## src/rtl/frame_pkg.sv

```systemverilog
// Frame layout, FSM state encoding and CRC constant shared by the FIFO frame unpacker.
// The CHECK state exists only when CRC_CHECK_EN is defined.
package frame_pkg;

  localparam int unsigned DW        = 140;
  localparam int unsigned CH_W      = 4;
  localparam int unsigned CH_MSB    = 139;
  localparam int unsigned CRC_W     = 8;
  localparam int unsigned CRC_MSB   = 135;
  localparam int unsigned PAYLOAD_W = 128;

  localparam logic [CRC_W-1:0] CRC8_POLY = 8'h07;

  typedef enum logic [2:0] {
    IDLE,
    REQ,
    LOAD,
`ifdef CRC_CHECK_EN
    CHECK,
`endif
    SEND
  } unpk_state_t;

endpackage

```

## src/rtl/crc8_128.sv

```systemverilog
// Combinational CRC-8 (poly 0x07, init 0, no final XOR) over a 128-bit payload, MSB first.
// Only built when CRC_CHECK_EN is defined.
`ifdef CRC_CHECK_EN
module crc8_128
  import frame_pkg::*;
(
  input  logic [PAYLOAD_W-1:0] data,
  output logic [CRC_W-1:0]     crc_c
);

  logic [PAYLOAD_W-1:0] sh;
  logic [CRC_W-1:0]     acc;

  // Bit-serial LFSR unrolled across the whole payload.
  always_comb begin
    sh  = data;
    acc = '0;
    for (int unsigned i = 0; i < PAYLOAD_W; i++) begin
      acc = {acc[CRC_W-2:0], 1'b0} ^ ((acc[CRC_W-1] ^ sh[PAYLOAD_W-1]) ? CRC8_POLY : '0);
      sh  = sh << 1;
    end
    crc_c = acc;
  end

endmodule
`endif

```

## src/rtl/fifo_frame_unpacker.sv

```systemverilog
// Pops 140-bit frames from the async FIFO read side and streams the payload as BEAT_W-bit beats.
// Define CRC_CHECK_EN to verify the crc8 field and silently drop mismatching frames.
module fifo_frame_unpacker
  import frame_pkg::*;
#(
  parameter int unsigned DW     = frame_pkg::DW,
  parameter int unsigned BEAT_W = 16
) (
  input  logic              clk_out,
  input  logic              rst_n,
  input  logic              fifo_empty,
  input  logic [DW-1:0]     data_from_fifo,
  output logic              fifo_r_enable,
  output logic [BEAT_W-1:0] data_out,
  output logic              data_valid,
  output logic              data_last,
  input  logic              data_ready,
  output logic [CH_W-1:0]   ch_id,
  output logic              crc_err,
  output logic [15:0]       frame_cnt
);

  localparam int unsigned NBEAT = PAYLOAD_W / BEAT_W;
  localparam int unsigned KW    = (NBEAT > 1) ? $clog2(NBEAT) : 1;

  unpk_state_t          state, state_d;
  logic [KW-1:0]        k, k_d;
  logic [PAYLOAD_W-1:0] payload_q, payload_d;
  logic [CH_W-1:0]      ch_d;
  logic [15:0]          cnt_d;
  logic                 ren_d, valid_d, last_d, err_d;
  logic [BEAT_W-1:0]    out_d;

`ifdef CRC_CHECK_EN
  logic [CRC_W-1:0] crc_q, crc_d, crc_calc_c;

  crc8_128 u_crc (
    .data  (payload_q),
    .crc_c (crc_calc_c)
  );
`else
  logic unused_crc_field;
  assign unused_crc_field = ^data_from_fifo[CRC_MSB -: CRC_W];
`endif

  // Beat 0 is the most significant slice of the payload.
  function automatic logic [BEAT_W-1:0] beat_of(input logic [PAYLOAD_W-1:0] p,
                                                input logic [KW-1:0]        idx);
    return BEAT_W'(p >> ((NBEAT - 1 - 32'(idx)) * BEAT_W));
  endfunction

  // Next state plus next values of every registered output.
  always_comb begin
    state_d   = state;
    k_d       = k;
    payload_d = payload_q;
    ch_d      = ch_id;
    cnt_d     = frame_cnt;
    err_d     = 1'b0;
`ifdef CRC_CHECK_EN
    crc_d     = crc_q;
`endif
    case (state)
      IDLE: if (!fifo_empty) state_d = REQ;
      REQ:  state_d = LOAD;
      LOAD: begin
        payload_d = data_from_fifo[PAYLOAD_W-1:0];
        ch_d      = data_from_fifo[CH_MSB -: CH_W];
        k_d       = '0;
`ifdef CRC_CHECK_EN
        crc_d     = data_from_fifo[CRC_MSB -: CRC_W];
        state_d   = CHECK;
`else
        state_d   = SEND;
`endif
      end
`ifdef CRC_CHECK_EN
      CHECK: begin
        if (crc_calc_c == crc_q) begin
          state_d = SEND;
        end else begin
          err_d   = 1'b1;
          state_d = IDLE;
        end
      end
`endif
      SEND: begin
        if (data_valid && data_ready) begin
          if (k == KW'(NBEAT - 1)) begin
            k_d     = '0;
            cnt_d   = frame_cnt + 16'd1;
            state_d = IDLE;
          end else begin
            k_d = k + KW'(1);
          end
        end
      end
      default: state_d = IDLE;
    endcase

    ren_d   = (state_d == REQ);
    valid_d = (state_d == SEND);
    last_d  = valid_d && (k_d == KW'(NBEAT - 1));
    out_d   = valid_d ? beat_of(payload_d, k_d) : '0;
  end

  always_ff @(posedge clk_out) begin
    if (!rst_n) begin
      state         <= IDLE;
      k             <= '0;
      payload_q     <= '0;
      ch_id         <= '0;
      frame_cnt     <= '0;
      fifo_r_enable <= 1'b0;
      data_valid    <= 1'b0;
      data_last     <= 1'b0;
      data_out      <= '0;
      crc_err       <= 1'b0;
`ifdef CRC_CHECK_EN
      crc_q         <= '0;
`endif
    end else begin
      state         <= state_d;
      k             <= k_d;
      payload_q     <= payload_d;
      ch_id         <= ch_d;
      frame_cnt     <= cnt_d;
      fifo_r_enable <= ren_d;
      data_valid    <= valid_d;
      data_last     <= last_d;
      data_out      <= out_d;
      crc_err       <= err_d;
`ifdef CRC_CHECK_EN
      crc_q         <= crc_d;
`endif
    end
  end

endmodule

```

## config.mk

```make
export PLATFORM = sky130hd
export DESIGN_NAME = fifo_frame_unpacker
export DESIGN_NICKNAME = d
export VERILOG_FILES = /design/src/rtl/frame_pkg.sv /design/src/rtl/crc8_128.sv /design/src/rtl/fifo_frame_unpacker.sv
export SDC_FILE = /design/constraint.sdc
export NUM_CORES = 1
export LEC_CHECK = 0
export ABC_AREA = 1
export CORE_MARGIN = 4
export CORE_UTILIZATION = 55
export CTS_CLUSTER_SIZE = 16
export DETAILED_ROUTE_END_ITERATION = 8
export PLACE_DENSITY = 0.95
export SLEW_MARGIN = 20
export SYNTH_ARGS = -nofsm -noshare
export SYNTH_HDL_FRONTEND = slang
export SYNTH_SLANG_ARGS = --single-unit
export TNS_END_PERCENT = 20
```

## constraint.sdc

```tcl
create_clock -name clk_out -period 4.95 [get_ports clk_out]
set_clock_uncertainty 0.15 [all_clocks]
set_input_delay 1.2375 -clock clk_out [delete_from_list [all_inputs] [get_ports clk_out]]
set_output_delay 1.2375 -clock clk_out [all_outputs]
set_load 0.01 [all_outputs]
```

==> metrics.cfg <==
[outcome]
status=finished, final reports clean

[setup_path]
crit_arrival_ns=3.54
crit_path_max_fanout=32
r2r_cells=10
cp_data_required_time_ns=5.11
rr_startpoint=state[0]
crit_buf_inv=3
crit_start=data_ready
endpoint_kind=flop
start_kind=primary input
worstSetupPathType=in -> reg
timing.critical_path.to=data_out[6]
crit_cells=12
r2r_end=data_out[2]
cp_cell_sequence=clkdlybuf4s50_1, nand2_1, inv_1, nand2_1, nand3_2, nand2_2, inv_2, nand2_1, nand3_1, nand2_1, nor2_1, nor2_1
path_common_cell=nand2_1
critical-path-top-delay-family=simple AND/OR/NAND/NOR gates
critPathSlowestCell=inv_2
critPathMaxStageDelay_ns=0.49
r2r_slack_ns=1.81

[drt]
drt-total-wl_mm=23.18
avgRoutedWirePerCell_um=14.94
route.detailed.drc=0
vias_per_cell=5.210
drtAntennaViolNets=0
dr.first_iter.drc_count=944
vias=8081
first_pass_iters=6

[cts]
cts_hold_buf=0
cts.sinks=173
clkLatencyLatePin_ns=0.43
path_clk_slew_ns=0.06
cts_inserted_buffers=17
cts_tree=yes
ctsResizeCount=0
h-tree-depth=4
root_buffer=clkbuf_16
clk_path_buf_depth=2
post-cts-setup-buffers=0

[logic_synthesis]
yosysTopAreaCell=dfxtp_1
ys.flop_type=dfxtp_1
synth_xor_area_share_pct=0.1080
yosys.area_share.simple_pct=33.78
ys_seq_elements=173
synth_area_leaders=dfxtp_1 43%, nand2_1 13%, nand3_1 9.1%
syn_area_per_cell_um2=6.619
synth_cells=1225
synth_cell_types=34
ys_warn_count=0
synth_top_family_by_area=simple AND/OR/NAND/NOR gates
synth_area_um2=8108
synth_top_area_share_pct=42.72
seq_area_frac_synth_pct=42.72
synth_compound_area_share_pct=9.722
async_reset_ff_share_pct=0
synth-adder-area-share_pct=0.4630
synth_mux_area_share_pct=0
synth_edf_count=0

[sta]
setup_viol=0
worst_hold_slack_ns=0.3148
finalCriticalPeriod_ns=3.375
relSlewSlack_pct=43.23
slew_viol_final=0
timing.final.ws_setup_ns=1.575
post-route-period-util_pct=68.17
rsz0062_at_grt=no
fmax_mhz=296.3
hold_violations=0
tns_ns=0
worst_pin_slew_ns=0.8516

[power]
p_leak_nw=4.913
vdd.ir_drop.worst_v=0.0002223
powerDensity_nw_per_um2=292.0

[finish]
area_growth_pct=27.90
fin_nets=1501
postLayoutCoreUtil_pct=71.62
diodes=0
drive_gt1_share_pct=5.779

[hold_path]
hold_class=reg -> reg
worstHoldStart=ch_id[3]
hold_depth=2

[placed_design]
place.gp.congestion=0.8427
io_buffers=174
dp_slack_ns=1.201
hpwl_mm=15.67

[floorplanning]
dieHeight_um=129.4
die_x_um=129.4
row_count=44
die_area_um2=16750
io_pins=184
core_um2=14480
start_util_pct=56.00

[grt]
grtUsageTotal_pct=27.39
grt_start_max_net_pins=149
overflow=0
grt_pass1_wl_mm=36.23
grt_pass1_vias=7614
antenna_found_initial=0

[run]
maxCapViolCount=0

==> cell usage after synthesis (11+ instances only) <==
library cell	count
inv_1	168
buf_2	37
nand2_1	289
o21ai_0	87
o21ai_1	19
clkbuf_1	18
nor2_1	182
a21oi_1	19
o21ai_2	16
nand3_1	148
dfxtp_1	173
nor3_1	11
==> placed cells by master, fill, tap and decap left out, types with 2 or more instances in the layout <==
master           instances
inv_1                  168
clkinv_4                 2
nor2_1                 182
o21ai_1                 19
ha_1                     3
nor3_1                  11
nand2_2                  6
clkbuf_8                 3
bufinv_16                3
nand4_1                  3
o21ai_2                 16
buf_4                    7
clkdlybuf4s50_1        174
conb_1                   2
or2_1                    3
clkinv_2                 5
or2_2                    2
dfxtp_1                173
clkbuf_16               17
nor2_4                   2
nor2_2                   3
nand3_1                148
a21oi_1                 19
o21ai_0                 87
inv_2                    7
nand2_1                289
==> registers in the layout (all words and copies together) (netlist names) <==
register,count
frame_cnt,16
k,3
data_last,1
data_valid,1
ch_id,4
payload_q,128
state,3
fifo_r_enable,1
data_out,16
==> metrics by stage <==
stage	power, mW	instances	cell area [um^2]
5_1_grt	3.115	1551	10370
6_report	3.028	1551	10370
3_3_place_gp	1.671	1519	9759
4_1_cts	3.035	1551	10370
3_5_place_dp	1.674	1519	9759
2_1_floorplan	1.540	1226	8112
==> metal layers <==
metal	routed length [um]	global-route usage [%]	share of wire (%)
met4	808	11.74	3.5
met3	1908	5.606	8.2
met1	9273	33.69	40
met5	0	0	0
met2	11190	46.74	48
==> layout make-up <==
class / count / area [um^2]
clock buffers: 21 / 470.5
clock inverters: 11 / 140.1
fillers: 1138 / 4109
inverters: 176 / 663.1
multi-input cells: 804 / 3588
flip-flops and latches: 173 / 3463
well taps: 184 / 230.2
repair buffers: 182 / 1814
==> report_power, final <==
group	total, mW	switching, mW	leakage (nW)	internal (mW)
Clock	1.38	0.548	0.303	0.831
Sequential	1.42	0.00688	1.40	1.41
Combinational	0.230	0.104	3.21	0.126
Total	3.03	0.659	4.91	2.37
==> logic make-up after synthesis <==
kind of cell | count (synthesis)
DFF | 173
buffers and inverters | 249
adders and majority gates | 3
and+or+nand+nor | 654
xor gates and xnor gates | 1
other | 1
AOI/OAI and AO/OA | 144
==> tightest hold or removal path: cells and delay by family, from the launching register on <==
family             cells  cell delay (ns)
DFF                    1             0.31
and+or+nand+nor        1             0.06
AOI/OAI and AO/OA      1             0.05
==> worst min-delay path by stage <==
stage | slack (ns) | endpoint
final | 0.31 | ch_id[3]
after global routing | 0.34 | ch_id[1]
after CTS | 0.32 | ch_id[1]
after detailed placement | 0.31 | ch_id[0]
after global placement | 0.30 | ch_id[3]
after floorplan | 0.31 | payload_q[10]
No activity file was read; power rests on OpenSTA's default activity.
